File: src/rtl/cache_miss_ctrl.sv
// -----------------------------------------------------------------------------
// cache_miss_ctrl
//   Miss / fill / eviction sequencer for the 4-way, 32B-line L1 cache. It sits
//   beside the tag/data/valid/dirty/LRU arrays and drives their write strobes.
//   On a miss it picks a victim way and writes the victim back if it is dirty.
//   It then fetches the line, installs it and replays the stalled PE access,
//   which completes as an ordinary hit.
//
//   Optional feature macro: WRITE_ALLOCATE_EN
//     defined   : write misses allocate exactly like read misses
//     undefined : write misses are write-around (one mm_write, one stall cycle,
//                 no array/tag/LRU updates)
//
// Ports
//   clk, reset                 clock, asynchronous active-high reset
//   pe_read, pe_write          stage-2 access qualifiers
//   pe_tag, pe_index           stage-2 request tag / set index
//   req_hit, req_miss          lookup result for the stage-2 access
//   val_out, mod_out, lru_out  valid / dirty / tree-PLRU bits of pe_index
//   tag_out                    four way tags, way w at [w*TAG_BITS +: TAG_BITS]
//   mm_readdata_valid          fill data from main memory valid this cycle
//   stall                      PE must hold its request stable
//   fsm_cc_*                   array write strobes and selects
//   mm_read, mm_write, mm_a    single-cycle main-memory commands + line address
// -----------------------------------------------------------------------------
module cache_miss_ctrl #(
  parameter int IDX_BITS = 13,
  parameter int TAG_BITS = 14
) (
  input  logic                  clk,
  input  logic                  reset,
  input  logic                  pe_read,
  input  logic                  pe_write,
  input  logic [TAG_BITS-1:0]   pe_tag,
  input  logic [IDX_BITS-1:0]   pe_index,
  input  logic                  req_hit,
  input  logic                  req_miss,
  input  logic [3:0]            val_out,
  input  logic [3:0]            mod_out,
  input  logic [2:0]            lru_out,
  input  logic [4*TAG_BITS-1:0] tag_out,
  input  logic                  mm_readdata_valid,
  output logic                  stall,
  output logic [3:0]            fsm_cc_way,
  output logic                  fsm_cc_fill,
  output logic                  fsm_cc_ary_write,
  output logic                  fsm_cc_tag_write,
  output logic                  fsm_cc_val_write,
  output logic                  fsm_cc_lru_write,
  output logic                  fsm_cc_mod_write,
  output logic                  fsm_cc_is_mod,
  output logic                  fsm_cc_readdata_valid,
  output logic                  mm_read,
  output logic                  mm_write,
  output logic [31:0]           mm_a
);

`ifdef WRITE_ALLOCATE_EN
  localparam logic LP_WRITE_ALLOC = 1'b1;
`else
  localparam logic LP_WRITE_ALLOC = 1'b0;
`endif

  typedef enum logic [2:0] {
    S_IDLE    = 3'd0,
    S_WB      = 3'd1,
    S_RD_REQ  = 3'd2,
    S_RD_WAIT = 3'd3,
    S_FILL    = 3'd4,
    S_REPLAY  = 3'd5
  } state_t;

  state_t              r_state;
  logic                r_mm_read;
  logic                r_mm_write;
  logic [31:0]         r_mm_a;
  logic                r_fill;
  logic [3:0]          r_way;
  logic [3:0]          r_vic_oh;
  logic [TAG_BITS-1:0] r_tag;
  logic [IDX_BITS-1:0] r_idx;
  logic                r_wa_skip;   // write-around just issued; PE still shows that miss

  logic [1:0]          w_vic_idx;
  logic [3:0]          w_vic_oh;
  logic [TAG_BITS-1:0] w_vic_tag;
  logic                w_vic_dirty;
  logic                w_idle;
  logic                w_miss;
  logic                w_rd_hit;
  logic                w_wr_hit;
  logic                w_wr_around;

  // Victim choice: lowest invalid way, otherwise the tree-PLRU leaf
  always_comb begin
    w_vic_idx = 2'd0;
    if (!val_out[0]) begin
      w_vic_idx = 2'd0;
    end else if (!val_out[1]) begin
      w_vic_idx = 2'd1;
    end else if (!val_out[2]) begin
      w_vic_idx = 2'd2;
    end else if (!val_out[3]) begin
      w_vic_idx = 2'd3;
    end else if (!lru_out[0]) begin
      w_vic_idx = lru_out[1] ? 2'd1 : 2'd0;
    end else begin
      w_vic_idx = lru_out[2] ? 2'd3 : 2'd2;
    end
  end

  assign w_vic_oh    = 4'b0001 << w_vic_idx;
  assign w_vic_tag   = tag_out[w_vic_idx*TAG_BITS +: TAG_BITS];
  assign w_vic_dirty = val_out[w_vic_idx] & mod_out[w_vic_idx];

  // Hit/miss handling only happens in IDLE; reset forces every strobe low
  assign w_idle      = (r_state == S_IDLE) & ~r_wa_skip & ~reset;
  assign w_miss      = w_idle & req_miss & (pe_read | pe_write);
  assign w_rd_hit    = w_idle & req_hit & pe_read;
  assign w_wr_hit    = w_idle & req_hit & pe_write;
  assign w_wr_around = w_miss & pe_write & ~LP_WRITE_ALLOC;

  assign stall                 = w_miss | (r_state != S_IDLE);
  assign fsm_cc_way            = r_way;
  assign fsm_cc_fill           = r_fill;
  assign fsm_cc_tag_write      = r_fill;
  assign fsm_cc_val_write      = r_fill;
  assign fsm_cc_ary_write      = r_fill | w_wr_hit;
  assign fsm_cc_mod_write      = r_fill | w_wr_hit;
  assign fsm_cc_is_mod         = w_wr_hit;
  assign fsm_cc_lru_write      = w_rd_hit | w_wr_hit;
  assign fsm_cc_readdata_valid = w_rd_hit;
  assign mm_read               = r_mm_read;
  assign mm_write              = r_mm_write;
  assign mm_a                  = r_mm_a;

  // Miss sequencer: state, request latches and registered command outputs
  always_ff @(posedge clk or posedge reset) begin
    if (reset) begin
      r_state    <= S_IDLE;
      r_mm_read  <= 1'b0;
      r_mm_write <= 1'b0;
      r_mm_a     <= 32'd0;
      r_fill     <= 1'b0;
      r_way      <= 4'd0;
      r_vic_oh   <= 4'd0;
      r_tag      <= '0;
      r_idx      <= '0;
      r_wa_skip  <= 1'b0;
    end else begin
      // Commands and fill strobes are single-cycle pulses
      r_mm_read  <= 1'b0;
      r_mm_write <= 1'b0;
      r_fill     <= 1'b0;
      r_way      <= 4'd0;
      r_wa_skip  <= 1'b0;
      case (r_state)
        S_IDLE: begin
          if (w_wr_around) begin
            r_mm_write <= 1'b1;
            r_mm_a     <= {pe_tag, pe_index, 5'd0};
            r_wa_skip  <= 1'b1;
          end else if (w_miss) begin
            r_vic_oh <= w_vic_oh;
            r_tag    <= pe_tag;
            r_idx    <= pe_index;
            if (w_vic_dirty) begin
              r_state    <= S_WB;
              r_mm_write <= 1'b1;
              r_mm_a     <= {w_vic_tag, pe_index, 5'd0};
            end else begin
              r_state   <= S_RD_REQ;
              r_mm_read <= 1'b1;
              r_mm_a    <= {pe_tag, pe_index, 5'd0};
            end
          end else begin
            r_state <= S_IDLE;
          end
        end
        S_WB: begin
          r_state   <= S_RD_REQ;
          r_mm_read <= 1'b1;
          r_mm_a    <= {r_tag, r_idx, 5'd0};
        end
        S_RD_REQ, S_RD_WAIT: begin
          // Fill data may already arrive in the cycle mm_read is issued
          if (mm_readdata_valid) begin
            r_state <= S_FILL;
            r_fill  <= 1'b1;
            r_way   <= r_vic_oh;
          end else begin
            r_state <= S_RD_WAIT;
          end
        end
        S_FILL: begin
          r_state <= S_REPLAY;
        end
        S_REPLAY: begin
          r_state <= S_IDLE;
        end
        default: begin
          r_state <= S_IDLE;
        end
      endcase
    end
  end

endmodule

File: config.mk
export PLATFORM = sky130hd
export DESIGN_NAME = cache_miss_ctrl
export DESIGN_NICKNAME = d
export VERILOG_FILES = /design/src/rtl/cache_miss_ctrl.sv
export SDC_FILE = /design/constraint.sdc
export NUM_CORES = 1
export LEC_CHECK = 0
export ABC_AREA = 1
export BUFFER_PORTS_ARGS = -buffer_cell sky130_fd_sc_hd__buf_2
export CORE_MARGIN = 2
export CORE_UTILIZATION = 54
export DETAILED_ROUTE_END_ITERATION = 12
export PLACE_DENSITY = 0.85
export SYNTH_ARGS = -nofsm -noshare
export SYNTH_HDL_FRONTEND = slang
export SYNTH_SLANG_ARGS = --single-unit
File: constraint.sdc
create_clock -name clk -period 3.37 [get_ports clk]
set_clock_uncertainty 0.05 [all_clocks]
set_input_delay 0.674 -clock clk [delete_from_list [all_inputs] [get_ports clk]]
set_output_delay 0.674 -clock clk [all_outputs]
set_load 0.03 [all_outputs]
==> reports/summary.txt, run 1 <==
status -> finished, final reports clean
Top FF cell, synth -> dfrtp_1
Endpoint, Worst Hold -> mm_a[18]
Post-synth EDFFs -> 0
Routed Antenna Nets -> 0
die width -> 89.5 um
CTS tree -> done
critical path's slowest cell -> dfrtp_1
Reg clk slew, reported paths -> 80 ps
pwr dens -> 791 nW/um^2
mux cell area share after synthesis -> 0.0495
Worst R2R Start -> r_state[2]
WP data arrival -> 1810 ps
Initial Utilization -> 0.550
hold_sp -> mm_a[18]
Comb pwr share -> 0.467
Pins Over Slew Limit -> 0
XOR/XNOR share of the synthesized area -> 0
most used routing layer -> met2
post-synthesis cell area -> 3950 um^2
row cnt -> 31
final wirelength -> 9640 um
first-pass GRT wire length -> 15800 um
Cell variety after synth -> 27
reg-to-reg setup timing slack -> 930 ps
Hold Path Depth -> 2
Critical Path Max Stage Delay -> 410 ps
Inserted Clock Buffers -> 9
worst-path fanout max -> 5
r2r worst-path depth -> 10
area leader, netlist -> dfrtp_1
number of global-route vias before repair -> 3700
Fin. Hold Viols -> 0
nets -> 751
Synth top area share -> 0.438
drt pass-1 iters -> 5
slew margin rel. -> 0.397
pin count of the biggest net entering global routing -> 45
Via density -> 5.19
maximum clock rate -> 395 MHz
Register Area -> 1730 um^2
Compound-Gate Fraction of Synth Area -> 0.0726
clock latency on the worst-skew pair -> 350 ps
Cell Chain, Critical Path -> nor2_2 > nand2_1 > nor3_2 > nand2_2 > a21oi_4 > nor2_1 > inv_1 > buf_2
die height -> 89.5 um
Int Pwr -> 2100 uW
initial antenna violation count -> 0
unrepaired setup endpoints after global routing -> false
register area share after synthesis -> 0.438
largest family of logic cells by synthesized area -> simple AND/OR/NAND/NOR gates
Syn Inst Count -> 526
post-CTS sizing -> 0
number of setup buffers added after CTS -> 0
gpl congestion -> 0.831
Overall Global Routing Usage -> 0.252
NetSw -> 1680 uW
Crit Reg-Reg Endpoint -> r_vic_oh[1]
Avg WL per Cell -> 12.8 um
full die area -> 8000 um^2
CP required -> 2650 ps
Residual DRC -> 0
Startpoint Class -> flip-flop
Power Total -> 3780 uW
Setup violations, final -> 0
Mapped Avg Cell Area -> 7.50 um^2
Synth Area in Adders -> 0
async set-reset flop share out of synthesis -> 1.00
Max Cap Viol -> 0
core area -> 7180 um^2
FF+latch count, synth -> 69
routing usage on met3 -> 0.0416
Clock H-tree levels -> 3
peak supply drop -> 0.000544 V
met2 Use GR -> 0.438
Via Count -> 3912
layout cells sized above 1 -> 0.302
Sequential Power Share -> 0.366
Crit Path Category -> reg -> out
grt ovf -> 0
I/O Buffers -> 142
Antenna Diode Count -> 0
area of the multi-input gates -> 1850 um^2
1st-iter DRT viols -> 243
Tcrit/Tclk final -> 0.751
CTS Sinks -> 69
Clk network pwr share -> 0.167
min Tclk post-route -> 2530 ps
Leak Pwr -> 0.00270 uW
Longest Clk Path Bufs -> 2
grt met1 use -> 0.312
I/O pins -> 148
Synth warnings -> 0
Synth top cells by count -> 218 x nand2_1, 69 x dfrtp_1, 49 x nand3_1
TNS Setup -> 0 ps
Area contributors post-synth -> dfrtp_1 44%, nand2_1 21%, nand3_1 6.2%
area delta synth->final -> 21.1%
crit end category -> output pin
HP Class -> reg -> reg
Root Buffer -> clkbuf_8
Slew @ Worst Pin -> 904 ps
fillers -> 618
# hold bufs at CTS -> 0
HPWL after detailed placement -> 7090 um
sw frac -> 0.445
Synth Area in Simple Gates -> 0.343
most frequent cell after synthesis -> nand2_1
[layer usage]
metal	part of all wire	routed length [um]	vias to the layer above
met4	0.027	258	0
met1	0.42	4080	1818
met2	0.50	4830	142
met5	0	0	-
li1	-	-	1924
met3	0.049	471	28
[cells in the final DEF, fill, tap and decap left out]
cell	count
nor2_2	3
inv_2	5
nor2_1	22
or2_2	1
inv_1	29
clkinv_2	2
nor2_4	2
nand2_2	6
nand2_1	218
dfrtp_1	69
clkbuf_8	10
nor3_2	1
inv_6	3
nand3_1	49
a31oi_1	14
o21bai_1	1
conb_1	5
clkinv_4	1
a21oi_1	17
buf_4	7
o21ai_0	18
nand3_4	1
nand4_1	15
a21oi_4	1
buf_2	142
mux2_4	13
[power by group through the flow]
stage / sequential, uW / combinational [uW] / clock, uW
floorplan: 1710 / 1020 / 0
global placement: 1370 / 1710 / 0
detailed placement: 1390 / 1760 / 0
CTS: 1380 / 1770 / 632
global route: 1420 / 1970 / 665
finish: 1380 / 1770 / 633
[metrics by stage]
stage	hold slack, ps	cell area, um^2	std cells	utilization	setup WS (ps)
finish	433	4780	754	0.666	841
global route	451	4780	754	0.666	670
CTS	440	4780	754	0.666	828
detailed placement	410	4590	738	0.640	615
global placement	413	4590	738	0.640	763
floorplan	407	3960	530	-	748
[logic make-up (layout without fill, tap and decap cells)]
logic type             Yosys count  after routing
DFF                             69             69
buffers and inverters           74            199
AOI/OAI and AO/OA               51             51
and+or+nand+nor                318            318
other                            1              5
muxes                           13             13
[worst max path at each step]
| stage | start | end | depth (start not counted) | slack, ps |
|---|---|---|---|---|
| final | r_state[2] | stall | 8 | 840 |
| after global routing | lru_out[0] | mm_a[20] | 16 | 670 |
| after CTS | r_state[2] | stall | 8 | 830 |
| after detailed placement | lru_out[0] | mm_a[31] | 15 | 610 |
| after global placement | lru_out[0] | mm_a[28] | 15 | 760 |
| after floorplan | reset | fsm_cc_mod_write | 5 | 750 |
[layout make-up]
class                   instances  area share
flip-flops and latches         69       0.361
inverters                      34      0.0267
repair buffers                149       0.160
clock buffers                  10      0.0288
clock inverters                 6     0.00943
well taps                      99      0.0259
multi-input cells             387       0.388
[flip-flops by register name, indices dropped and copies added, names as in the netlist]
name / cells
fsm_cc_fill: 1
fsm_cc_way: 4
mm_a: 27
mm_read: 1
mm_write: 1
r_idx: 13
r_state: 3
r_tag: 14
r_vic_oh: 4
r_wa_skip: 1
[worst max-delay path: cells and delay by family (launching register included)]
family / cells / cell delay [ps]
DFF: 1 / 410
and+or+nand+nor: 5 / 600
buffers and inverters: 2 / 230
AOI/OAI and AO/OA: 1 / 210
No activity file was read; power rests on OpenSTA's default activity.
==> run 2, diff against run 1 <==
Settings changed: ABC_AREA 1 to 0, CORE_UTILIZATION 54 to 48, PLACE_DENSITY 0.85 to 0.78.
Clock period 3.37 ns to 2.5 ns, I/O delays scaled along.
==> reports/summary.txt, run 2 <==
register area share after synthesis -> 0.483
grt ovf -> 0
HP Class -> in -> async
Synth top cells by count -> 128 x nand2_1, 69 x dfrtp_1, 38 x o21ai_0
WP data arrival -> 1750 ps
nets -> 636
leading cell types in the layout, fill and taps excluded -> 142 x buf_2, 128 x nand2_1, 69 x dfrtp_1, 38 x o21ai_0, 15 x mux2i_1
Syn Inst Count -> 392
# placed instances -> 623
Cell variety after synth -> 39
final wirelength -> 9710 um
Routed Antenna Nets -> 0
first-pass GRT wire length -> 16000 um
peak supply drop -> 0.000456 V
layout cells sized above 1 -> 0.363
non-filler cells, final -> 639
unrepaired setup endpoints after global routing -> false
slew margin rel. -> 0.641
Crit Path Category -> reg -> out
gpl congestion -> 0.828
r2r worst-path depth -> 7
row cnt -> 31
Leak Pwr -> 0.00242 uW
Fin. Hold Viols -> 0
commonest non-fill, non-tap cell in the layout -> buf_2
Cell Chain, Critical Path -> nor3_2 > and2_1 > and3_1 > or2_2 > buf_2
Area contributors post-synth -> dfrtp_1 48%, nand2_1 13%, o21ai_0 5.3%
Inserted Clock Buffers -> 9
I/O Buffers -> 142
number of setup buffers added after CTS -> 0
status -> finished, final reports clean
start point of the critical path -> r_state[2]
largest family of logic cells by synthesized area -> simple AND/OR/NAND/NOR gates
critical path's slowest cell -> dfrtp_1
Slew @ Worst Pin -> 539 ps
FF+latch count, synth -> 69
CP required -> 1950 ps
Synth Area in Simple Gates -> 0.215
async set-reset flop share out of synthesis -> 1.00
1st-iter DRT viols -> 179
Layout Utilization -> 0.642
worst-path fanout max -> 6
area of the multi-input gates -> 1700 um^2
Tcrit/Tclk final -> 0.921
Overall Global Routing Usage -> 0.243
most frequent cell after synthesis -> nand2_1
die width -> 90.3 um
Setup violations, final -> 0
Compound-Gate Fraction of Synth Area -> 0.140
post-synthesis cell area -> 3570 um^2
CTS tree -> done
Residual DRC -> 0
reg-to-reg setup timing slack -> 420 ps
Post-synth EDFFs -> 0
Synth Area in Adders -> 0
max reg flops -> 27
Longest Clk Path Bufs -> 2
core area -> 7210 um^2
min Tclk post-route -> 2300 ps
crit path buf inv count -> 1
Via density -> 5.30
Initial Utilization -> 0.495
pin count of the biggest net entering global routing -> 70
Clock H-tree levels -> 3
Critical Path Max Stage Delay -> 450 ps
Register Area -> 1730 um^2
mux cell area share after synthesis -> 0.111
HPWL after detailed placement -> 7080 um
full die area -> 8150 um^2
Pins Over Slew Limit -> 0
Startpoint Class -> flip-flop
die height -> 90.3 um
Crit Reg-Reg Endpoint -> mm_a[26]
Top FF cell, synth -> dfrtp_1
pwr dens -> 1010 nW/um^2
Worst R2R Start -> r_state[2]
I/O pins -> 148
Reg clk slew, reported paths -> 70 ps
CTS Sinks -> 69
number of global-route vias before repair -> 3445
area leader, netlist -> dfrtp_1
Max Cap Viol -> 0
clock latency on the worst-skew pair -> 340 ps
drt pass-1 iters -> 4
fillers -> 631
Synth warnings -> 0
XOR/XNOR share of the synthesized area -> 0
Avg WL per Cell -> 15.2 um
maximum clock rate -> 434 MHz
initial antenna violation count -> 0
Synth top area share -> 0.483
Via Count -> 3388
crit end category -> output pin
Root Buffer -> clkbuf_8
area delta synth->final -> 29.6%
# hold bufs at CTS -> 0
Mapped Avg Cell Area -> 9.12 um^2
Antenna Diode Count -> 0
family with the most delay on the worst path -> simple AND/OR/NAND/NOR gates
## run 2: layer usage
| layer | track usage | wire length, um | vias to the layer above | part of all wire |
|---|---|---|---|---|
| li1 | - | - | 1624 | - |
| met1 | 0.304 | 3950 | 1619 | 0.41 |
| met2 | 0.420 | 4970 | 131 | 0.51 |
| met3 | 0.0451 | 625 | 14 | 0.064 |
| met4 | 0.0949 | 167 | 0 | 0.017 |
| met5 | 0 | 0 | - | 0 |
## run 2: cell type report
type / count / share of cell area
inverter: 4 / 0.00324
clock inverter: 3 / 0.00918
timing repair buffer: 158 / 0.185
clock buffer: 13 / 0.0365
tap: 99 / 0.0267
sequential: 69 / 0.373
multi-input combinational: 293 / 0.367
## run 2: how the worst max path moves through the flow
stage	to	slack, ps	cells past startpoint
final	fsm_cc_ary_write	200	5
after global routing	fsm_cc_mod_write	40	5
after CTS	fsm_cc_ary_write	70	5
after detailed placement	mm_a[26]	-100	9
after global placement	mm_a[26]	10	9
after floorplan	fsm_cc_fill	210	1
## run 2: cells by family after synthesis
| group | count (synthesis) |
|---|---|
| multiplexers | 29 |
| AO/OA/AOI/OAI | 78 |
| other | 1 |
| flip-flops | 69 |
| AND/OR/NAND/NOR | 181 |
| buffers and inverters | 34 |
## run 2: power by group
part | switching [uW] | internal [uW]
Combinational | 1230 | 679
Sequential | 252 | 1580
Clock | 411 | 542
## run 2: stage by stage
stage	setup WS, ps	power, uW	setup TNS (ps)	cell area, um^2	hold WS, ps
2_1_floorplan	210	3180	0	3590	380
5_1_grt	44.4	5010	0	4630	216
6_report	197	4690	0	4630	190
3_3_place_gp	11.8	3670	0	4420	393
4_1_cts	75.0	4710	0	4630	213
3_5_place_dp	-95.0	3750	-276	4420	410
## run 2: what timing repair did
item	CTS	global route
endpoints found under the hold margin	0	0
setup endpoints to repair	0	3
gates resized for setup	0	1
## run 2: worst reg2reg max path: stages (launching register included)
cell,delay [ps]
dfrtp_1,460
nor3_2,100
nand4_1,150
nand2b_1,90
a211oi_2,430
and2_1,430
buf_4,190
a21oi_1,60
==> run 3, diff against run 2 <==
Settings changed: CTS_BUF_LIST set to sky130_fd_sc_hd__clkbuf_16.
==> reports/summary.txt, run 3 (synthesis gave the netlist of run 2 again) <==
gpl congestion -> 0.828
cell mode on critical path -> buf_4
routed wl met2 -> 5090 um
pin count of the biggest net entering global routing -> 70
CP required -> 2650 ps
nets -> 636
final wirelength -> 9800 um
sw frac -> 0.391
fillers -> 634
number of global-route vias before repair -> 3470
number of setup buffers added after CTS -> 0
leading cell types in the layout, fill and taps excluded -> 142 x buf_2, 128 x nand2_1, 69 x dfrtp_1, 38 x o21ai_0, 15 x mux2i_1
Antenna Diode Count -> 0
unrepaired setup endpoints after global routing -> false
Max Used Layer -> met4
WP data arrival -> 2450 ps
Fin. Hold Viols -> 0
die height -> 90.3 um
Int Pwr -> 3020 uW
Avg WL per Cell -> 15.3 um
CTS Sinks -> 69
I/O Buffers -> 142
Reg clk slew, reported paths -> 50 ps
initial antenna violation count -> 0
Comb pwr share -> 0.387
fin area -> 4700 um^2
Cell Chain, Critical Path -> buf_2 > mux2i_1 > buf_4 > nand4_1 > and4_1 > a211oi_2 > and2_1 > buf_4 > a21oi_1
Longest Clk Path Bufs -> 2
Max Cap Viol -> 0
# hold bufs at CTS -> 0
maximum clock rate -> 434 MHz
Leak Pwr -> 0.00245 uW
TNS Setup -> 0 ps
peak supply drop -> 0.000480 V
commonest non-fill, non-tap cell in the layout -> buf_2
HP Class -> in -> async
met1 WL -> 3940 um
Tcrit/Tclk final -> 0.921
critical path's slowest cell -> a211oi_2
core area -> 7210 um^2
grt ovf -> 0
NetSw -> 1940 uW
crit end category -> flip-flop
Inserted Clock Buffers -> 9
Via Count -> 3392
metal3 WL -> 590 um
area delta synth->final -> 31.6%
first-pass GRT wire length -> 16100 um
CTS tree -> done
r2r worst-path depth -> 7
pwr dens -> 1050 nW/um^2
Residual DRC -> 0
1st-iter DRT viols -> 175
Via density -> 5.31
full die area -> 8150 um^2
max reg flops -> 27
Sequential Power Share -> 0.370
layout cells sized above 1 -> 0.357
Pins Over Slew Limit -> 0
I/O pins -> 148
die width -> 90.3 um
status -> finished, final reports clean
Critical Path Max Stage Delay -> 450 ps
drt pass-1 iters -> 5
Routed Antenna Nets -> 0
reg-to-reg setup timing slack -> 420 ps
Slew @ Worst Pin -> 532 ps
Initial Utilization -> 0.495
Root Buffer -> clkbuf_16
worst-path fanout max -> 9
min Tclk post-route -> 2300 ps
HPWL after detailed placement -> 7080 um
Clk network pwr share -> 0.243
Overall Global Routing Usage -> 0.246
row cnt -> 31
slew margin rel. -> 0.646
Crit Path Category -> in -> reg
Startpoint Class -> input pin
Placed Area -> 4420 um^2
post-CTS sizing -> 0
Clock H-tree levels -> 3
clock latency on the worst-skew pair -> 320 ps
Setup violations, final -> 0
-- run 3: changes by cell type in the layout (fill, tap and decap cells not counted), sizes merged --
cell    delta
inv        +1
clkinv     +3
clkbuf     -4
-- run 3: through the flow --
step	utilization	setup slack [ps]	power (uW)	cells	hold WS [ps]
after floorplan	-	210	3180	396	380
after global routing	0.652	68.3	5270	639	244
after CTS	0.651	97.5	4970	639	237
after global placement	0.612	11.8	3670	623	393
final	0.652	198	4950	639	205
after detailed placement	0.612	-95.0	3750	623	410
-- run 3: layout make-up --
cell class / count / area (um^2) / share of cell area
clock inverter: 7 / 57.6 / 0.0122
multi-input combinational: 293 / 1700 / 0.361
tap: 99 / 124 / 0.0263
clock buffer: 9 / 225 / 0.0479
sequential: 69 / 1730 / 0.367
inverter: 4 / 15.0 / 0.00319
timing repair buffer: 158 / 856 / 0.182
-- run 3: critical path: cells and delay by family --
family                 cells  cell delay [ps]
muxes                      1              260
AOI/OAI and AO/OA          2              510
and+or+nand+nor            3              710
buffers and inverters      3              470
-- run 3: layer usage --
| layer | vias to the layer above | global-route usage |
|---|---|---|
| met5 | - | 0 |
| met4 | 0 | 0.0987 |
| met3 | 19 | 0.0451 |
| met2 | 138 | 0.429 |
| met1 | 1608 | 0.302 |
| li1 | 1627 | - |
-- run 3: power by group through the flow --
| stage | Combinational, uW | Clock, uW | Sequential (uW) |
|---|---|---|---|
| after floorplan | 975 | 0 | 2200 |
| after global placement | 1850 | 0 | 1820 |
| after global routing | 2110 | 1270 | 1890 |
| final | 1920 | 1200 | 1830 |
| after detailed placement | 1910 | 0 | 1840 |
| after CTS | 1920 | 1220 | 1830 |
-- run 3: path summary, 6_finish.rpt --
kind	from	to
max in group asynchronous	reset	r_state[2]
worst max-delay path	lru_out[0]	mm_a[26]
worst min-delay path	reset	r_wa_skip
worst max register to register	r_state[2]	mm_a[26]
min in group clk	pe_tag[5]	r_tag[5]
worst min register to register	r_vic_oh[2]	r_vic_oh[2]
